--- config.mk ---
export PLATFORM = sky130hd
export DESIGN_NAME = uart_receiver
export DESIGN_NICKNAME = d
export VERILOG_FILES = /design/src/rtl/uart_pkg.sv /design/src/rtl/baud_controller.sv /design/src/rtl/uart_receiver.sv
export SDC_FILE = /design/constraint.sdc
export NUM_CORES = 1
export LEC_CHECK = 0
export ABC_AREA = 1
export CAP_MARGIN = 20
export CORE_ASPECT_RATIO = 0.8
export CORE_MARGIN = 2
export CORE_UTILIZATION = 25
export CTS_CLUSTER_SIZE = 14
export DETAILED_ROUTE_END_ITERATION = 8
export GPL_TIMING_DRIVEN = 0
export REMOVE_ABC_BUFFERS = 1
export SLEW_MARGIN = 15
export SYNTH_ARGS = -nofsm -noshare
export SYNTH_HDL_FRONTEND = slang
export SYNTH_HIERARCHICAL = 1
export SYNTH_SLANG_ARGS = --single-unit
export TNS_END_PERCENT = 30
--- constraint.sdc ---
create_clock -name clk -period 3.5 [get_ports clk]
set_clock_uncertainty 0.1 [all_clocks]
set_input_delay 0.7 -clock clk [delete_from_list [all_inputs] [get_ports clk]]
set_output_delay 0.7 -clock clk [all_outputs]
set_load 0.01 [all_outputs]
--- src/rtl/uart_pkg.sv ---
// Constants shared by the UART transmitter and receiver: oversampling,
// receiver FSM encoding and the baud divisor table (50 MHz clock).
package uart_pkg;

    localparam int OVERSAMPLE  = 16;
    localparam int CENTRE_TICK = OVERSAMPLE / 2 - 1;
    localparam int DIV_W       = 14;

    typedef enum logic [2:0] {
        IDLE,
        START,
        DATA,
        PARITY,
        STOP
    } rx_state_e;

    // clk cycles per sample_ENABLE tick, i.e. 50 MHz / (16 * baud)
    function automatic logic [DIV_W-1:0] baud_divisor(input logic [2:0] sel);
        logic [DIV_W-1:0] div;
        case (sel)
            3'b000:  div = 14'd10417;
            3'b001:  div = 14'd2604;
            3'b010:  div = 14'd651;
            3'b011:  div = 14'd326;
            3'b100:  div = 14'd163;
            3'b101:  div = 14'd81;
            3'b110:  div = 14'd54;
            default: div = 14'd27;
        endcase
        return div;
    endfunction

endpackage

--- src/rtl/baud_controller.sv ---
// Generates the 16x-oversampling tick (one clk wide) for the selected baud rate.
module baud_controller
    import uart_pkg::*;
(
    input  logic       clk,
    input  logic       reset,
    input  logic [2:0] baud_select,
    output logic       sample_ENABLE
);

    logic [DIV_W-1:0] cnt_q, cnt_d;
    logic [DIV_W-1:0] limit;

    assign limit = baud_divisor(baud_select) - DIV_W'(1);

    // >= rather than == so a baud change to a shorter divisor cannot strand the counter
    assign sample_ENABLE = (cnt_q >= limit);

    always_comb begin
        cnt_d = cnt_q + DIV_W'(1);
        if (sample_ENABLE) begin
            cnt_d = '0;
        end
    end

    always_ff @(posedge clk) begin
        if (!reset) begin
            cnt_q <= '0;
        end else begin
            cnt_q <= cnt_d;
        end
    end

endmodule

--- src/rtl/uart_receiver.sv ---
// UART receive path: 16x oversampled, centre-sampled 8E1 frames with parity
// and framing error reporting.
module uart_receiver
    import uart_pkg::*;
#(
    parameter int OVERSAMPLE  = uart_pkg::OVERSAMPLE,
    parameter int SYNC_STAGES = 2
) (
    input  logic       clk,
    input  logic       reset,
    input  logic [2:0] baud_select,
    input  logic       Rx_EN,
    input  logic       RxD,
    output logic [7:0] Rx_DATA,
    output logic       Rx_VALID,
    output logic       Rx_PERROR,
    output logic       Rx_FERROR,
    output logic       Rx_BUSY
);

    localparam int             TW       = $clog2(OVERSAMPLE);
    localparam logic [TW-1:0]  MID_TICK = TW'(OVERSAMPLE / 2 - 1);
    localparam logic [TW-1:0]  END_TICK = TW'(OVERSAMPLE - 1);

    logic                   sample_en;
    logic [SYNC_STAGES-1:0] sync_q, sync_d;
    logic                   rxd_s;
    rx_state_e              state_q, state_d;
    logic [TW-1:0]          tick_q, tick_d;
    logic [2:0]             bit_q, bit_d;
    logic [7:0]             shift_q, shift_d;
    logic                   par_q, par_d;
    logic                   armed_q, armed_d;
    logic [7:0]             data_q, data_d;
    logic                   valid_q, valid_d;
    logic                   perr_q, perr_d;
    logic                   ferr_q, ferr_d;
    logic                   mid_tick, end_tick;

    baud_controller u_baud (
        .clk          (clk),
        .reset        (reset),
        .baud_select  (baud_select),
        .sample_ENABLE(sample_en)
    );

    assign sync_d   = {sync_q[SYNC_STAGES-2:0], RxD};
    assign rxd_s    = sync_q[SYNC_STAGES-1];
    assign mid_tick = sample_en && (tick_q == MID_TICK);
    assign end_tick = sample_en && (tick_q == END_TICK);

    always_comb begin
        state_d = state_q;
        tick_d  = tick_q;
        bit_d   = bit_q;
        shift_d = shift_q;
        par_d   = par_q;
        data_d  = data_q;
        perr_d  = perr_q;
        ferr_d  = ferr_q;
        valid_d = 1'b0;
        // A start needs a high line seen while idle; this holds off re-arming during a break.
        armed_d = rxd_s || (armed_q && state_q == IDLE);

        if (sample_en) begin
            tick_d = (tick_q == END_TICK) ? '0 : tick_q + TW'(1);
        end

        if (!Rx_EN) begin
            state_d = IDLE;
        end else begin
            case (state_q)
                IDLE: begin
                    if (!rxd_s && armed_q) begin
                        state_d = START;
                        tick_d  = '0;
                    end
                end
                START: begin
                    if (mid_tick) begin
                        if (!rxd_s) begin
                            state_d = DATA;
                            tick_d  = '0;
                            bit_d   = '0;
                        end else begin
                            state_d = IDLE;
                        end
                    end
                end
                DATA: begin
                    if (end_tick) begin
                        shift_d[bit_q] = rxd_s;
                        if (bit_q == 3'd7) begin
                            state_d = PARITY;
                        end else begin
                            bit_d = bit_q + 3'd1;
                        end
                    end
                end
                PARITY: begin
                    if (end_tick) begin
                        par_d   = rxd_s;
                        state_d = STOP;
                    end
                end
                STOP: begin
                    if (end_tick) begin
                        state_d = IDLE;
                        data_d  = shift_q;
                        perr_d  = (^shift_q) ^ par_q;
                        ferr_d  = ~rxd_s;
                        valid_d = 1'b1;
                    end
                end
                default: state_d = IDLE;
            endcase
        end
    end

    always_ff @(posedge clk) begin
        if (!reset) begin
            sync_q  <= '1;
            state_q <= IDLE;
            tick_q  <= '0;
            bit_q   <= '0;
            shift_q <= '0;
            par_q   <= 1'b0;
            armed_q <= 1'b0;
            data_q  <= '0;
            valid_q <= 1'b0;
            perr_q  <= 1'b0;
            ferr_q  <= 1'b0;
        end else begin
            sync_q  <= sync_d;
            state_q <= state_d;
            tick_q  <= tick_d;
            bit_q   <= bit_d;
            shift_q <= shift_d;
            par_q   <= par_d;
            armed_q <= armed_d;
            data_q  <= data_d;
            valid_q <= valid_d;
            perr_q  <= perr_d;
            ferr_q  <= ferr_d;
        end
    end

    assign Rx_DATA   = data_q;
    assign Rx_VALID  = valid_q;
    assign Rx_PERROR = perr_q;
    assign Rx_FERROR = ferr_q;
    assign Rx_BUSY   = (state_q != IDLE);

endmodule

==> results of run 1 <==
## metrics by stage
step	total power [mW]	instance area (sq um)
2_1_floorplan	0.616	2770
6_report	1.20	3370
3_3_place_gp	0.642	3130
5_1_grt	1.25	3370
3_5_place_dp	0.645	3130
4_1_cts	1.21	3360
## cells by family (layout without fill, tap and decap cells)
family | after synthesis | in the layout | synth area share
fa+ha+maj | 19 | 19 | 0.0846
buf+inv | 66 | 91 | 0.0966
other cells | 1 | 2 | 0.00133
compound gates | 49 | 49 | 0.0881
simple gates | 205 | 205 | 0.344
flops | 47 | 47 | 0.335
mux | 1 | 1 | 0.00356
xor+xnor | 15 | 15 | 0.0467
## registers in the layout (all words and copies together) (netlist names)
signal        flops
sync_q            2
par_q             1
state_q           3
shift_q           8
bit_q             3
armed_q           1
Rx_FERROR         1
tick_q            4
Rx_PERROR         1
Rx_DATA           8
u_baud/cnt_q     14
Rx_VALID          1
## how the worst max path moves through the flow
| stage | depth (start not counted) | slack (ns) | start | endpoint |
|---|---|---|---|---|
| 3_5_place_dp | 21 | -0.76 | baud_select[0] | Rx_DATA[7] |
| 2_1_floorplan | 21 | 0.36 | baud_select[0] | Rx_PERROR |
| 5_1_grt | 21 | -0.007 | baud_select[0] | Rx_DATA[6] |
| 3_3_place_gp | 21 | -0.67 | baud_select[0] | Rx_DATA[6] |
| 6_report | 21 | 0.25 | baud_select[0] | Rx_DATA[7] |
| 4_1_cts | 21 | 0.03 | baud_select[0] | Rx_DATA[7] |
## layout make-up
type                       count  area share
multi-input combinational    291       0.484
sequential                    47       0.279
inverter                      60      0.0706
timing repair buffer          23      0.0602
tap                          144      0.0535
clock buffer                   6      0.0412
clock inverter                 2      0.0115
## power breakdown
part           switching [mW]  total [mW]  leakage, nW  internal (mW)
Combinational          0.0522      0.0841         1.06         0.0319
Sequential            0.00820       0.549        0.380          0.541
Clock                   0.205       0.564       0.0875          0.359
Total                   0.265        1.20         1.52          0.932
## critical path, stage by stage
cell and delay (ns):
clkbuf_2 0.16, inv_1 0.10, nand2_1 0.11, nand2_1 0.09, inv_1 0.09, ha_2 0.19, o211ai_1 0.11, xor2_1 0.19
ha_1 0.28, nand2_1 0.08, nor2_2 0.11, nand2_1 0.06, nand3_1 0.09, nand2_2 0.10, nand3_4 0.11, nand4_4 0.15
nor2_8 0.19, nand2_4 0.11, clkinv_8 0.09, o21ai_0 0.08, a21oi_1 0.19
## metal layers
metal  share of wire  up-vias
met1            0.54     1052
met3           0.011        8
li1                -     1317
met2            0.44       15
met4           0.016        0
met5               0        -
## timing repair
item                       CTS  global route
setup buffers                3             2
pin swaps                    3             1
gates resized for setup     10             7
setup endpoints to repair   30            29
## placed cells by master (no fill, tap or decap), types with 3 or more instances in the layout
cell type and count:
dfxtp_1 47, xnor2_1 6, nand4_1 7, inv_1 57, nor2_2 13, clkbuf_16 5
nand2_1 99, nand3_1 9, nor3_1 11, nand2_2 3, nor2_1 48, clkdlybuf4s50_1 15
clkbuf_2 3, buf_4 5, ha_1 18, a21oi_1 21, o21ai_1 9, xor2_1 9
o21ai_0 18, nor2_4 4
==> impl_metrics.csv, run 1 <==
group,metric,value,unit
routing,viasPerCell,4.17,
logic_synthesis,synth_top_area_share,0.335,
worst_setup_path,cp-end-kind,"flip-flop",
cts,insertion_delay,0.28,ns
logic_synthesis,synth_edf_count,0,
die,start_util,0.257,
finish,seq_area,941,sq um
logic_synthesis,avgSynthCellArea,6.98,sq um
timing,finalHoldViolations,0,
logic_synthesis,synth_seq_area_share,0.335,
logic_synthesis,synth_area,0.00281,sq mm
hold_path,holdPathStages,1,
die,core_region_area,0.0109,sq mm
worst_setup_path,crit_type,"input pin to flip-flop",
logic_synthesis,ys_top_cells_by_area,"dfxtp_1 (33%), nand2_1 (13%), ha_1 (8.5%), inv_1 (7.6%), nor2_1 (6.5%)",
place,io_buffers,18,
worst_setup_path,r2r_setup_slack,1.27,ns
worst_setup_path,crit_fanout,19,
grt,grt_util_met2,0.161,
finish,layout.nets,454,
hold_path,hp-class,"flip-flop to flip-flop",
die,fp.dieH,98.9,um
cts,cts_tree,"done",
grt,grt_antenna_before_repair,0,
finish,fillers,1129,
worst_setup_path,cp.required,3.61,ns
logic_synthesis,ys_types,31,
logic_synthesis,synthTopCellsByCount,"nand2_1 (101), inv_1 (57), nor2_1 (49), dfxtp_1 (47), a21oi_1 (21)",
status,outcome,"finished clean",
logic_synthesis,synthCells,403,
grt,overflow,0,
worst_setup_path,r2r_cells,13,
routing,postRouteAntennaNets,0,
timing,worst_pin_slew,0.968,ns
finish,drive_gt1_frac,0.119,
finish,diodes,0,
worst_setup_path,worstReg2RegStart,"u_baud/cnt_q[9]",
finish,multi_input_area,0.00163,sq mm
die,num_rows,34,
hold_path,hold_end,"sync_q[1]",
logic_synthesis,yosys.cell_count.top_type,"nand2_1",
logic_synthesis,yosys.area.top_type,"dfxtp_1",
grt,grt_use_total,0.0978,
flow_run,cap_violations,0,
logic_synthesis,synth-seq-cells,47,
grt,grt_max_degree,27,
routing,first_iter_violations,117,
hold_path,hp-start,"sync_q[0]",
finish,fin_util,0.308,
worst_setup_path,start_kind,"input pin",
timing,fmax,307,MHz
cts,htree_levels,2,
power_and_ir_drop,vdd_drop_max,0.188,mV
cts,cts_made_buffers,5,
timing,finalSetupViolCount,0,
finish,final_cells,573,
place,post-dp-hpwl,4210,um
timing,post-route-period-util,0.930,
timing,layout_setup_ws,0.245,ns
finish,area_growth,19.8,%
timing,hold_slack,0.317,ns
worst_setup_path,arrival,3.37,ns
die,die_w,123,um
grt,grt_util_met3,0.0145,
cts,clockBufferDepth,2,
timing,fin_tns_setup,0,ns
grt,grt_pass1_vias,2275,
timing,slew_viol_final,0,
logic_synthesis,synthFlopType,"dfxtp_1",
place,place_inst,560,
cts,path_clk_slew,0.07,ns
routing,drtPass1Iterations,4,
die,ios,19,
grt,use_met1,0.130,
cts,root_buffer,"clkbuf_16",
worst_setup_path,worstReg2RegEnd,"Rx_DATA[7]",
grt,grt_pass1_wl,9800,um
logic_synthesis,async_reset_ff_frac,0,
place,gp_congestion,0.824,
routing,drc,0,
routing,drt_wl_total,5570,um
power_and_ir_drop,p_per_area,355,mW/mm^2
routing,vias,2392,
timing,min_period,3.25,ns
cts,cts_sinks,47,
timing,relSlewSlack,0.353,
place,post-place-ws,-0.758,ns
cts,cts_hold_buffers,0,
grt,busiest_layer,"met2",
die,die_area,0.0121,sq mm
power_and_ir_drop,p_leak,1.52,nW
logic_synthesis,yosys_warnings,6,
routing,post_drt_wl_per_cell,9.71,um
(Power assumes the default switching activity.)
==> run 2, diff against run 1 <==
--- a/config.mk
+++ b/config.mk
@@ -6,7 +6,6 @@
 export NUM_CORES = 1
 export LEC_CHECK = 0
 export ABC_AREA = 1
-export CAP_MARGIN = 20
 export CORE_ASPECT_RATIO = 0.8
 export CORE_MARGIN = 2
 export CORE_UTILIZATION = 25
==> results of run 2 <==
Final layout, timing and power as in run 1 (identical DEF).
